[config.mk]
export PLATFORM = sky130hd
export DESIGN_NAME = reg_request_encoder
export DESIGN_NICKNAME = d
export VERILOG_FILES = /design/src/rtl/reg_request_encoder.sv
export SDC_FILE = /design/constraint.sdc
export NUM_CORES = 1
export LEC_CHECK = 0
export ABC_AREA = 1
export CAP_MARGIN = 20
export CORE_ASPECT_RATIO = 1.4
export CORE_UTILIZATION = 25
export CTS_CLUSTER_DIAMETER = 60
export CTS_CLUSTER_SIZE = 8
export DETAILED_ROUTE_END_ITERATION = 8
export PLACE_DENSITY = 0.47
export SLEW_MARGIN = 20
export SYNTH_ARGS = -nofsm -noshare
export SYNTH_HDL_FRONTEND = slang
export SYNTH_SLANG_ARGS = --single-unit
[constraint.sdc]
create_clock -name clk -period 4.1 [get_ports clk]
set_clock_uncertainty 0.1 [all_clocks]
set_input_delay 0.82 -clock clk [delete_from_list [all_inputs] [get_ports clk]]
set_output_delay 0.82 -clock clk [all_outputs]
set_load 0.005 [all_outputs]
[src/rtl/reg_request_encoder.sv]
`default_nettype none
// ============================================================================
//  Module   : reg_request_encoder
//  Purpose  : Round-robin arbiter/encoder. Collapses up to 16 concurrent
//             register-write requests into one 5-bit register select per
//             transfer. It feeds the select input of the 5-to-16 register
//             enable decoder, where codes 5'h10-5'h1F mean "no enable".
//  Ports    : clk       - rising-edge clock
//             reset_n   - asynchronous active-low reset
//             req       - [15:0] request lines, bit i requests register i
//             sel_out   - [4:0] granted index, or IDLE_CODE when no grant
//             sel_valid - a grant is being offered on sel_out
//             sel_ready - downstream accepts the offered grant this cycle
//  Params   : IDLE_CODE - code driven on sel_out while idle (>= 5'h10)
//  Revision : 1.0 - initial release
// ============================================================================
module reg_request_encoder #(
    parameter logic [4:0] IDLE_CODE = 5'h1F
) (
    input  logic        clk,
    input  logic        reset_n,
    input  logic [15:0] req,
    output logic [4:0]  sel_out,
    output logic        sel_valid,
    input  logic        sel_ready
);

    typedef enum logic [0:0] {
        ST_IDLE  = 1'b0,
        ST_OFFER = 1'b1
    } state_t;

    state_t      r_state;
    state_t      w_stateNext;
    logic [3:0]  r_ptr;
    logic [3:0]  w_ptrNext;
    logic [4:0]  r_selOut;
    logic [4:0]  w_selOutNext;
    logic        r_selValid;
    logic        w_selValidNext;

    // Arbitration signals
    logic [3:0]  w_base;
    logic [3:0]  w_idx;
    logic [3:0]  w_winner;
    logic        w_found;
    logic        w_accept;

    assign w_accept = r_selValid & sel_ready;

    // On acceptance the search restarts just above the granted index, so the
    // pointer update and the re-arbitration happen in the same cycle.
    assign w_base = w_accept ? (r_selOut[3:0] + 4'd1) : r_ptr;

    // First set bit of req searching upward from w_base, wrapping 15 -> 0.
    always_comb begin
        w_found  = 1'b0;
        w_winner = 4'd0;
        w_idx    = 4'd0;
        for (int i = 0; i < 16; i++) begin
            w_idx = w_base + 4'(i);
            if (!w_found && req[w_idx]) begin
                w_found  = 1'b1;
                w_winner = w_idx;
            end
        end
    end

    // Next-state and next-output logic
    always_comb begin
        w_stateNext    = r_state;
        w_ptrNext      = r_ptr;
        w_selOutNext   = r_selOut;
        w_selValidNext = r_selValid;
        case (r_state)
            ST_IDLE: begin
                w_selOutNext   = IDLE_CODE;
                w_selValidNext = 1'b0;
                if (w_found) begin
                    w_selOutNext   = {1'b0, w_winner};
                    w_selValidNext = 1'b1;
                    w_stateNext    = ST_OFFER;
                end
            end
            ST_OFFER: begin
                // An offered grant stands regardless of req until accepted.
                if (w_accept) begin
                    w_ptrNext = w_base;
                    if (w_found) begin
                        w_selOutNext   = {1'b0, w_winner};
                        w_selValidNext = 1'b1;
                        w_stateNext    = ST_OFFER;
                    end else begin
                        w_selOutNext   = IDLE_CODE;
                        w_selValidNext = 1'b0;
                        w_stateNext    = ST_IDLE;
                    end
                end
            end
            default: begin
                w_stateNext    = ST_IDLE;
                w_selOutNext   = IDLE_CODE;
                w_selValidNext = 1'b0;
            end
        endcase
    end

    always_ff @(posedge clk or negedge reset_n) begin
        if (!reset_n) begin
            r_state    <= ST_IDLE;
            r_ptr      <= 4'd0;
            r_selOut   <= IDLE_CODE;
            r_selValid <= 1'b0;
        end else begin
            r_state    <= w_stateNext;
            r_ptr      <= w_ptrNext;
            r_selOut   <= w_selOutNext;
            r_selValid <= w_selValidNext;
        end
    end

    assign sel_out   = r_selOut;
    assign sel_valid = r_selValid;

endmodule
`default_nettype wire

==> results of run 1 <==
per-layer routing:
layer,global-route usage (%),vias to the layer above
met3,1.00,26
li1,-,1770
met1,22.0,1551
met2,36.3,88
met4,9.58,0
met5,0,-
state kept, by name (all words and copies together), names as in the netlist:
register / count
sel_out: 5
r_ptr: 4
r_state: 1
sel_valid: 1
power groups by stage:
stage	registers, uW	logic, uW	clock network, uW
after floorplan	111	64.5	0
after detailed placement	111	120	0
final	109	120	178
after global placement	111	120	0
after CTS	109	120	186
after global routing	109	134	193
worst min-delay path, cell delays in order, from the launching register on:
cell	delay, ps
dfstp_2	360
nand2_1	50
nand2_1	50
synthesized netlist by cell type (4+ instances only):
library cell,n,area [sq um]
inv_1,51,191
buf_6,7,78.8
nand3_1,110,551
dfrtp_1,6,150
nand2_2,12,75.1
buf_2,4,20.0
nand2_4,5,56.3
nand4_1,15,93.8
o21ai_0,12,60.1
nor2_1,49,184
nand2_1,175,657
dfstp_2,5,131
cell families after synthesis:
group | Yosys count
xor+xnor | 2
flops | 11
buf+inv | 67
simple gates | 386
compound gates | 24
fa+ha+maj | 2
through the flow:
| stage | hold slack (ps) | cell area, sq um | cells |
|---|---|---|---|
| after floorplan | 356 | 2620 | 492 |
| after global placement | 368 | 3470 | 708 |
| after detailed placement | 360 | 3470 | 708 |
| after CTS | 372 | 3550 | 712 |
| after global routing | 408 | 3570 | 712 |
| final | 369 | 3570 | 712 |
layout make-up:
cell class                 instances  area [sq um]  share of cell area, %
clock buffer                       4          78.8                   2.21
inverter                          54           203                   5.68
multi-input combinational        414          2030                   56.9
sequential                        11           282                   7.89
tap                              135           169                   4.74
timing repair buffer              94           806                   22.6
repair_timing:
item | CTS | global route
hold buffers | 0 | 0
endpoints found under the setup margin | 0 | 7
gates resized for setup | 0 | 5
path summary, 6_finish.rpt:
kind	slack [ps]	to	cells after the start	from
min in group asynchronous	830	r_state	1	reset_n
setup / recovery	510	sel_valid	21	sel_out[1]
setup reg to reg	510	sel_valid	21	sel_out[1]
hold / removal	370	sel_out[4]	2	sel_out[4]
hold reg to reg	370	sel_out[4]	2	sel_out[4]
max in group asynchronous	2720	sel_out[2]	1	reset_n
==> results.ini, run 1 <==
[outcome]
outcome = completed

[global_route]
grt_pass1_vias = 3416
grt-ovfl-total = 0
grt_usage_pct = 19.4
antenna_found_initial = 0
grt_max_degree = 18
grt_pass1_wl_microns = 16300

[power_and_ir_drop]
switching_share_pct = 28.6
p_leak_uw = 0.00188
power_frac_clock_pct = 43.7
combPwrFrac_pct = 29.5
p_seq_share_pct = 26.8
p_sw_uw = 117
p_int_uw = 291
powerDensity_nw_per_um2 = 114
peakVddDrop_mv = 0.250
p_total_uw = 408

[critical_path]
critPathMostFrequentCell = nor2_4
crit_chain = ha_1 -> nand3_1 -> nand2_2 -> ha_1 -> inv_1 -> nand3_1 -> nand2_1 -> nand2_1 -> nand3_2 -> nand2_4 -> nor2_4 -> nand4_4 -> nor2_4 -> nand4_2 -> nor2_4 -> nand4_4 -> nor2_8 -> nand3b_4 -> inv_2 -> nand2_2 -> o21a_1
cp_max_fo = 9
path_buf_inv = 2
critical_path_arrival_ps = 3620
cpLargestDelayFamily = simple AND/OR/NAND/NOR gates
crit_slowest_cell = dfstp_2
critPathCaptureType = flop
criticalPathCategory = reg2reg
slowest_delay_ps = 580
critical_path.startpoint_type = flop
cp.required_ps = 4130

[yosys]
yosys.area_share.adder_pct = 0.956
synth_flop_cell = dfrtp_1
synth-compound-area-share_pct = 5.31
synth_seq_cells = 11
ys_async_sr_fraction_pct = 100
synth_edf_count = 0
synth_top_family_by_area = simple AND/OR/NAND/NOR gates
seq_area_frac_synth_pct = 10.8
synthesis.nets = 513
synth_cell_type_count = 35
syn_area_sq_um = 2620
netlist_instances = 492
avgSynthCellArea_sq_um = 5.32
synth-simple-area-share_pct = 70.2
yosys_warnings = 0
synth_mux_area_share_pct = 0
synthXorXnorAreaFrac_pct = 0.670

[clock_network]
htree_levels = 1
cts_root_buffer = clkbuf_16
clk_latency_ps = 240
clkTransAtPathRegs_ps = 40
cts_buffers = 3
cts_buffer_depth = 2
cts_tree = done
post_cts_buffers = 0
clock_sinks = 11

[layout]
area_delta_synth_final_pct = 36.3
layout_common_cells = nand2_1 (175), nand3_1 (110), buf_4 (67)
final_common_cell = nand2_1
insertedDiodeCount = 0
postLayoutCoreUtil_pct = 35.4
nets = 599
layout-drive-gt1-share_pct = 19.8
fill_cells = 1138

[routing]
wl_per_cell_microns = 13.8
wl_met3_microns = 243
top_layer_used = met4
wl_met1_microns = 3940
drt_pass1_iterations = 5
viasPerCell = 4.82
final_antenna_net_count = 0
totalWireLength_microns = 9840
drc = 0
initialDrtViolationCount = 219
met2_length_microns = 5150
vias = 3435

[floorplanning]
coreArea_sq_um = 10100
dieArea_sq_um = 10900
pin_count = 25
die_w_microns = 88.5
die_height_microns = 123
initial_core_util_pct = 26.0
rows = 43

[sta]
tightest_slew_ps = 532
fmax_mhz = 278
relSlewSlack_pct = 64.1
grt_setup_unrepaired = no
fin_ws_ps = 507
setup_viol = 0
min_period_over_period_pct = 87.6
finalHoldViolations = 0
maxSlewViolCount = 0
setup_tns_ps = 0
fin_crit_ps = 3590

[placement]
portBuffers = 24
gp_congestion = 0.891
dp_hpwl_microns = 8360
pre_cts_slack_ps = -135

[flow_run]
drv_cap = 0

[hold_path]
worstHoldPathType = reg2reg

Power figures use the tool's default switching activity.
==> run 2, diff against run 1 <==
--- a/config.mk
+++ b/config.mk
@@ -6,13 +6,16 @@
 export NUM_CORES = 1
 export LEC_CHECK = 0
 export ABC_AREA = 1
+export ABC_CLOCK_PERIOD_IN_PS = 4100
 export CAP_MARGIN = 20
 export CORE_ASPECT_RATIO = 1.4
 export CORE_UTILIZATION = 25
 export CTS_CLUSTER_DIAMETER = 60
 export CTS_CLUSTER_SIZE = 8
 export DETAILED_ROUTE_END_ITERATION = 8
+export GPL_TIMING_DRIVEN = 0
 export PLACE_DENSITY = 0.47
+export SETUP_SLACK_MARGIN = 0.05
 export SLEW_MARGIN = 20
 export SYNTH_ARGS = -nofsm -noshare
 export SYNTH_HDL_FRONTEND = slang
==> results.ini, run 2 (synthesized netlist as in run 1, its figures left out) <==
[global_route]
grt_usage_pct = 18.8  ; was 19.4%
grt_pass1_vias = 3197  ; was 3416
grt-ovfl-total = 0  ; unchanged
grt_max_degree = 12  ; was 18
antenna_found_initial = 0  ; unchanged
grt_pass1_wl_microns = 15600  ; was 16300 microns

[layout]
area_delta_synth_final_pct = 25.7  ; was 36.3%
insertedDiodeCount = 0  ; unchanged
nets = 553  ; was 599
postLayoutCoreUtil_pct = 32.7  ; was 35.4%
largest_reg_flops = 5  ; unchanged
layout-drive-gt1-share_pct = 15.4  ; was 19.8%
layout_common_cells = nand2_1 (171), nand3_1 (105), inv_1 (50)  ; was nand2_1 (175), nand3_1 (110), buf_4 (67)
final_common_cell = nand2_1  ; unchanged
postLayoutCellArea_sq_um = 3290  ; was 3570 sq um
fill_cells = 1173  ; was 1138
final-instance-count-excl-fill = 666  ; was 712

[critical_path]
critPathMostFrequentCell = nand2_2  ; was nor2_4
criticalPathCategory = in2reg  ; was reg2reg
slowest_delay_ps = 360  ; was 580 ps
crit_slowest_cell = o21ai_0  ; was dfstp_2
critical_path.startpoint_type = primary input  ; was flop
cp.required_ps = 4120  ; was 4130 ps
critical_path_arrival_ps = 3820  ; was 3620 ps
cp_max_fo = 10  ; was 9
critPathCaptureType = flop  ; unchanged
crit_chain = buf_4 -> nand2_8 -> nand2_2 -> nand2_4 -> buf_8 -> ha_1 -> buf_6 -> clkinvlp_4 -> nand3_2 -> nand2_2 -> nand2_2 -> nand2_1 -> inv_1 -> o21ai_0 -> inv_1 -> nor2_4 -> nand4_4 -> nor2_8 -> nand3b_4 -> inv_2 -> nand2_2 -> o21a_1  ; was ha_1 -> nand3_1 -> nand2_2 -> ha_1 -> inv_1 -> nand3_1 -> nand2_1 -> nand2_1 -> nand3_2 -> nand2_4 -> nor2_4 -> nand4_4 -> nor2_4 -> nand4_2 -> nor2_4 -> nand4_4 -> nor2_8 -> nand3b_4 -> inv_2 -> nand2_2 -> o21a_1

[routing]
viasPerCell = 4.88  ; was 4.82
final_antenna_net_count = 0  ; unchanged
initialDrtViolationCount = 222  ; was 219
drc = 0  ; unchanged
wl_per_cell_microns = 14.6  ; was 13.8 microns
drt_pass1_iterations = 4  ; was 5
vias = 3249  ; was 3435
totalWireLength_microns = 9740  ; was 9840 microns

[sta]
relSlewSlack_pct = 46.2  ; was 64.1%
maxSlewViolCount = 0  ; unchanged
finalHoldViolations = 0  ; unchanged
min_period_over_period_pct = 92.6  ; was 87.6%
fin_crit_ps = 3800  ; was 3590 ps
setup_tns_ps = 0  ; unchanged
fmax_mhz = 263  ; was 278 MHz
grt_setup_unrepaired = no  ; unchanged
tightest_slew_ps = 799  ; was 532 ps
setup_viol = 0  ; unchanged

[placement]
place_area_sq_um = 3030  ; was 3470 sq um
dp_cells = 651  ; was 708
portBuffers = 24  ; unchanged
dp_hpwl_microns = 7930  ; was 8360 microns
gp_congestion = 0.903  ; was 0.891

[clock_network]
htree_levels = 1  ; unchanged
cts_buffers = 3  ; unchanged
cts_root_buffer = clkbuf_16  ; unchanged
clkTransAtPathRegs_ps = 40  ; about the same
clock_sinks = 11  ; unchanged
cts_tree = done  ; unchanged
cts_buffer_depth = 2  ; unchanged
clk_latency_ps = 230  ; was 240 ps

[floorplanning]
pin_count = 25  ; unchanged
die_w_microns = 88.5  ; unchanged
dieArea_sq_um = 10900  ; unchanged
initial_core_util_pct = 26.0  ; unchanged
rows = 43  ; unchanged
coreArea_sq_um = 10100  ; unchanged
die_height_microns = 123  ; unchanged

[outcome]
outcome = completed  ; unchanged

[power_and_ir_drop]
powerDensity_nw_per_um2 = 120  ; was 114 nW/um^2
p_leak_uw = 0.00164  ; was 0.00188 uW
p_total_uw = 395  ; was 408 uW
peakVddDrop_mv = 0.267  ; was 0.250 mV

[flow_run]
drv_cap = 0  ; unchanged

[hold_path]
worstHoldPathType = reg2reg  ; unchanged

[run 2: layout make-up]
class	count	area (sq um)	share of cell area (%)
Sequential cell	11	282	8.56
Timing Repair Buffer	34	313	9.51
Clock buffer	4	78.8	2.40
Multi-Input combinational cell	415	2120	64.3
Tap cell	135	169	5.14
Buffer	13	124	3.77
Inverter	54	206	6.28
[run 2: path summary, 6_finish.rpt]
check	startpoint	to	slack (ps)	cells past startpoint
max	sel_ready	sel_valid	300	22
min	sel_out[4]	sel_out[4]	360	2
max reg2reg	sel_out[1]	sel_valid	320	21
min reg2reg	sel_out[4]	sel_out[4]	360	2
max in group asynchronous	reset_n	sel_out[0]	2730	1
min in group asynchronous	reset_n	sel_valid	820	1
[run 2: critical path, delay by kind of cell]
family,cells,cell delay (ps)
AO/OA/AOI/OAI,2,470
adder cells (fa/ha/maj),1,300
buffers and inverters,7,900
AND/OR/NAND/NOR,12,1320
[run 2: per-layer routing]
metal / part of all wire, % / GRT usage (%) / vias up
li1: - / - / 1686
met5: 0 / 0 / -
met3: 3.2 / 1.20 / 35
met4: 6.6 / 10.9 / 0
met2: 50 / 34.1 / 75
met1: 40 / 21.2 / 1453
[run 2: metrics by stage]
stage                     hold WS, ps  setup WS (ps)
after global placement            361           -920
after floorplan                   356            529
after CTS                         368           75.0
final                             365            302
after global routing              390           42.3
after detailed placement          358           -912
[run 2: timing repair]
| item | 4_1_cts | 5_1_grt |
|---|---|---|
| pin swaps | 3 | 7 |
| resized for setup | 10 | 20 |
| setup buffers | 4 | 6 |
| hold buffers | 0 | 0 |
| setup endpoints to repair | 7 | 7 |
| gates cloned | 1 | 0 |
[run 2: report_power, final]
part / leakage, uW / total, uW / switching [uW] / internal, uW
clock: 0.0000382 / 173 / 42.6 / 130
combinational: 0.00149 / 113 / 69.9 / 43.1
sequential: 0.000109 / 109 / 0 / 109
total: 0.00164 / 395 / 113 / 282
==> run 3, diff against run 2 <==
--- a/config.mk
+++ b/config.mk
@@ -5,10 +5,11 @@
 export SDC_FILE = /design/constraint.sdc
 export NUM_CORES = 1
 export LEC_CHECK = 0
-export ABC_AREA = 1
+export ABC_AREA = 0
 export ABC_CLOCK_PERIOD_IN_PS = 4100
 export CAP_MARGIN = 20
 export CORE_ASPECT_RATIO = 1.4
+export CORE_MARGIN = 2
 export CORE_UTILIZATION = 25
 export CTS_CLUSTER_DIAMETER = 60
 export CTS_CLUSTER_SIZE = 8
==> results.ini, run 3 <==
[yosys]
yosys_warnings = 0  ; unchanged
synth_flop_cell = dfrtp_1  ; unchanged
synth.top_cells.by_area = a21oi_1 (6.9%), mux2i_1 (6.2%), dfrtp_1 (5.5%), mux4_2 (4.9%), dfstp_2 (4.8%)  ; was nand2_1 (25%), nand3_1 (21%), inv_1 (7.3%), nor2_1 (7.0%), dfrtp_1 (5.7%)
synth_seq_cells = 11  ; unchanged
yosysMostFrequentCell = a21oi_1  ; was nand2_1
yosysTopAreaCell = a21oi_1  ; was nand2_1
syn_area_sq_um = 2740  ; was 2620 sq um
synth_edf_count = 0  ; unchanged
avgSynthCellArea_sq_um = 7.77  ; was 5.32 sq um
synth_cell_type_count = 72  ; was 35
ys_async_sr_fraction_pct = 100  ; unchanged
synth.top_cell.area_share_pct = 6.94  ; was 25.1%
synthTopCellsByCount = a21oi_1 (38), nor2_1 (29), o21ai_0 (24)  ; was nand2_1 (175), nand3_1 (110), inv_1 (51)
seq_area_frac_synth_pct = 10.3  ; was 10.8%
synthesis.nets = 374  ; was 513
netlist_instances = 353  ; was 492

[hold_path]
worstHoldPathType = reg2reg  ; unchanged
hold_start = sel_out[4]  ; unchanged

[routing]
drc = 0  ; unchanged
viasPerCell = 5.68  ; was 4.88
final_antenna_net_count = 0  ; unchanged
vias = 3213  ; was 3249
initialDrtViolationCount = 172  ; was 222
drt_pass1_iterations = 5  ; was 4
totalWireLength_microns = 10800  ; was 9740 microns
wl_per_cell_microns = 19.1  ; was 14.6 microns

[floorplanning]
die_w_microns = 92.5  ; was 88.5 microns
rows = 45  ; was 43
die_height_microns = 128  ; was 123 microns
initial_core_util_pct = 25.5  ; was 26.0%
dieArea_sq_um = 11800  ; was 10900 sq um
pin_count = 25  ; unchanged
coreArea_sq_um = 10800  ; was 10100 sq um

[global_route]
grt_pass1_wl_microns = 16700  ; was 15600 microns
grt_use_met3_pct = 0.588  ; was 1.20%
grt_busiest_layer = met2  ; unchanged
grt_usage_pct = 17.9  ; was 18.8%
grt_max_degree = 12  ; unchanged
gr-usage-met2_pct = 35.1  ; was 34.1%
grt_pass1_vias = 3131  ; was 3197
antenna_found_initial = 0  ; unchanged
met1_usage_pct = 19.5  ; was 21.2%
grt-ovfl-total = 0  ; unchanged

[placement]
dp_hpwl_microns = 8290  ; was 7930 microns
portBuffers = 24  ; unchanged
dp_cells = 518  ; was 651
gp_congestion = 0.939  ; was 0.903
pre_cts_slack_ps = -1410  ; was -912 ps

[flow_run]
drv_cap = 0  ; unchanged

[layout]
area_delta_synth_final_pct = 42.7  ; was 25.7%
layout_common_cells = buf_4 (45), a21oi_1 (34), nor2_1 (28)  ; was nand2_1 (171), nand3_1 (105), inv_1 (50)
final-instance-count-excl-fill = 566  ; was 666
fill_cells = 1125  ; was 1173
final_common_cell = buf_4  ; was nand2_1
nets = 447  ; was 553
layout-drive-gt1-share_pct = 34.6  ; was 15.4%
largest_reg_flops = 5  ; unchanged
postLayoutCoreUtil_pct = 36.4  ; was 32.7%
insertedDiodeCount = 0  ; unchanged

[sta]
setup_tns_ps = 0  ; unchanged
fin_crit_ps = 4020  ; was 3800 ps
finalHoldViolations = 0  ; unchanged
fin_ws_ps = 80.5  ; was 302 ps
min_period_over_period_pct = 98.0  ; was 92.6%
fmax_mhz = 249  ; was 263 MHz
setup_viol = 0  ; unchanged
tightest_slew_ps = 489  ; was 799 ps
maxSlewViolCount = 0  ; unchanged
grt_setup_unrepaired = yes  ; was no
relSlewSlack_pct = 66.5  ; was 46.2%

[critical_path]
cp-startpoint = sel_ready  ; unchanged
cp_max_fo = 10  ; unchanged
critPathCaptureType = flop  ; unchanged
critical_path_arrival_ps = 4060  ; was 3820 ps
r2r_start = sel_out[0]  ; was sel_out[1]
cp.required_ps = 4140  ; was 4120 ps
critical_path.startpoint_type = primary input  ; unchanged
criticalPathCategory = in2reg  ; unchanged

[clock_network]
cts_root_buffer = clkbuf_16  ; unchanged
clk_latency_ps = 230  ; about the same
cts_buffer_depth = 2  ; unchanged
clkTransAtPathRegs_ps = 40  ; about the same
cts_tree = done  ; unchanged
clock_sinks = 11  ; unchanged
htree_levels = 1  ; unchanged
cts_buffers = 3  ; unchanged

[outcome]
outcome = completed  ; unchanged

-- run 3: path summary, 6_finish.rpt --
path	to	slack, ps	depth (start not counted)
setup reg to reg	sel_out[2]	80	18
setup / recovery	sel_out[2]	80	17
min in group asynchronous	r_state	810	1
max in group asynchronous	sel_out[2]	2750	1
hold / removal	sel_out[4]	360	2
hold reg to reg	sel_out[4]	360	2
-- run 3: logic make-up after synthesis --
| kind of cell | count (synthesis) | synth area share [%] |
|---|---|---|
| adder cells (fa/ha/maj) | 2 | 0.913 |
| XOR/XNOR | 15 | 6.30 |
| buffers and inverters | 28 | 5.52 |
| flip-flops | 11 | 10.3 |
| AO/OA/AOI/OAI | 130 | 32.9 |
| AND/OR/NAND/NOR | 128 | 25.7 |
| multiplexers | 39 | 18.5 |
-- run 3: per-layer routing --
layer | wire, microns | part of all wire, %
met1 | 4130 | 38
met2 | 5920 | 55
met3 | 280 | 2.6
met4 | 485 | 4.5
met5 | 0 | 0
-- run 3: cell type report --
cell class,count,area [sq um],share of cell area [%]
Inverter,10,45.0,1.15
Sequential cell,11,282,7.20
Timing Repair Buffer,70,598,15.3
Buffer,16,125,3.20
Multi-Input combinational cell,314,2610,66.6
Tap cell,141,176,4.51
Clock buffer,4,78.8,2.02
-- run 3: per-stage QoR --
stage / hold WS [ps] / cell area (sq um)
CTS: 362 / 3680
finish: 360 / 3910
detailed placement: 355 / 3240
global placement: 351 / 3240
global route: 393 / 3910
floorplan: 348 / 2830
-- run 3: worst max-delay path: stages --
cell and delay, ps:
buf_8 80, nand3b_1 190, buf_4 200, buf_2 180, nand3_1 150, nand3_1 90
and2_0 290, mux2_2 370, mux2i_4 300, nand4_4 180, buf_6 170, nor4_4 360
buf_4 180, a31oi_1 40, o21a_1 150, a211oi_2 230, o31ai_2 80
-- run 3: what timing repair did --
action | CTS | global route
cloned | 0 | 0
gates resized for setup | 32 | 29
hold buffers | 0 | 0
setup buffers | 28 | 18
setup endpoints to repair | 7 | 7
pin swaps | 14 | 16
Power of run 3 is left out: the tool's default activity adds up to more than one toggle a clock period on the data nets, which glitch-free logic cannot reach.
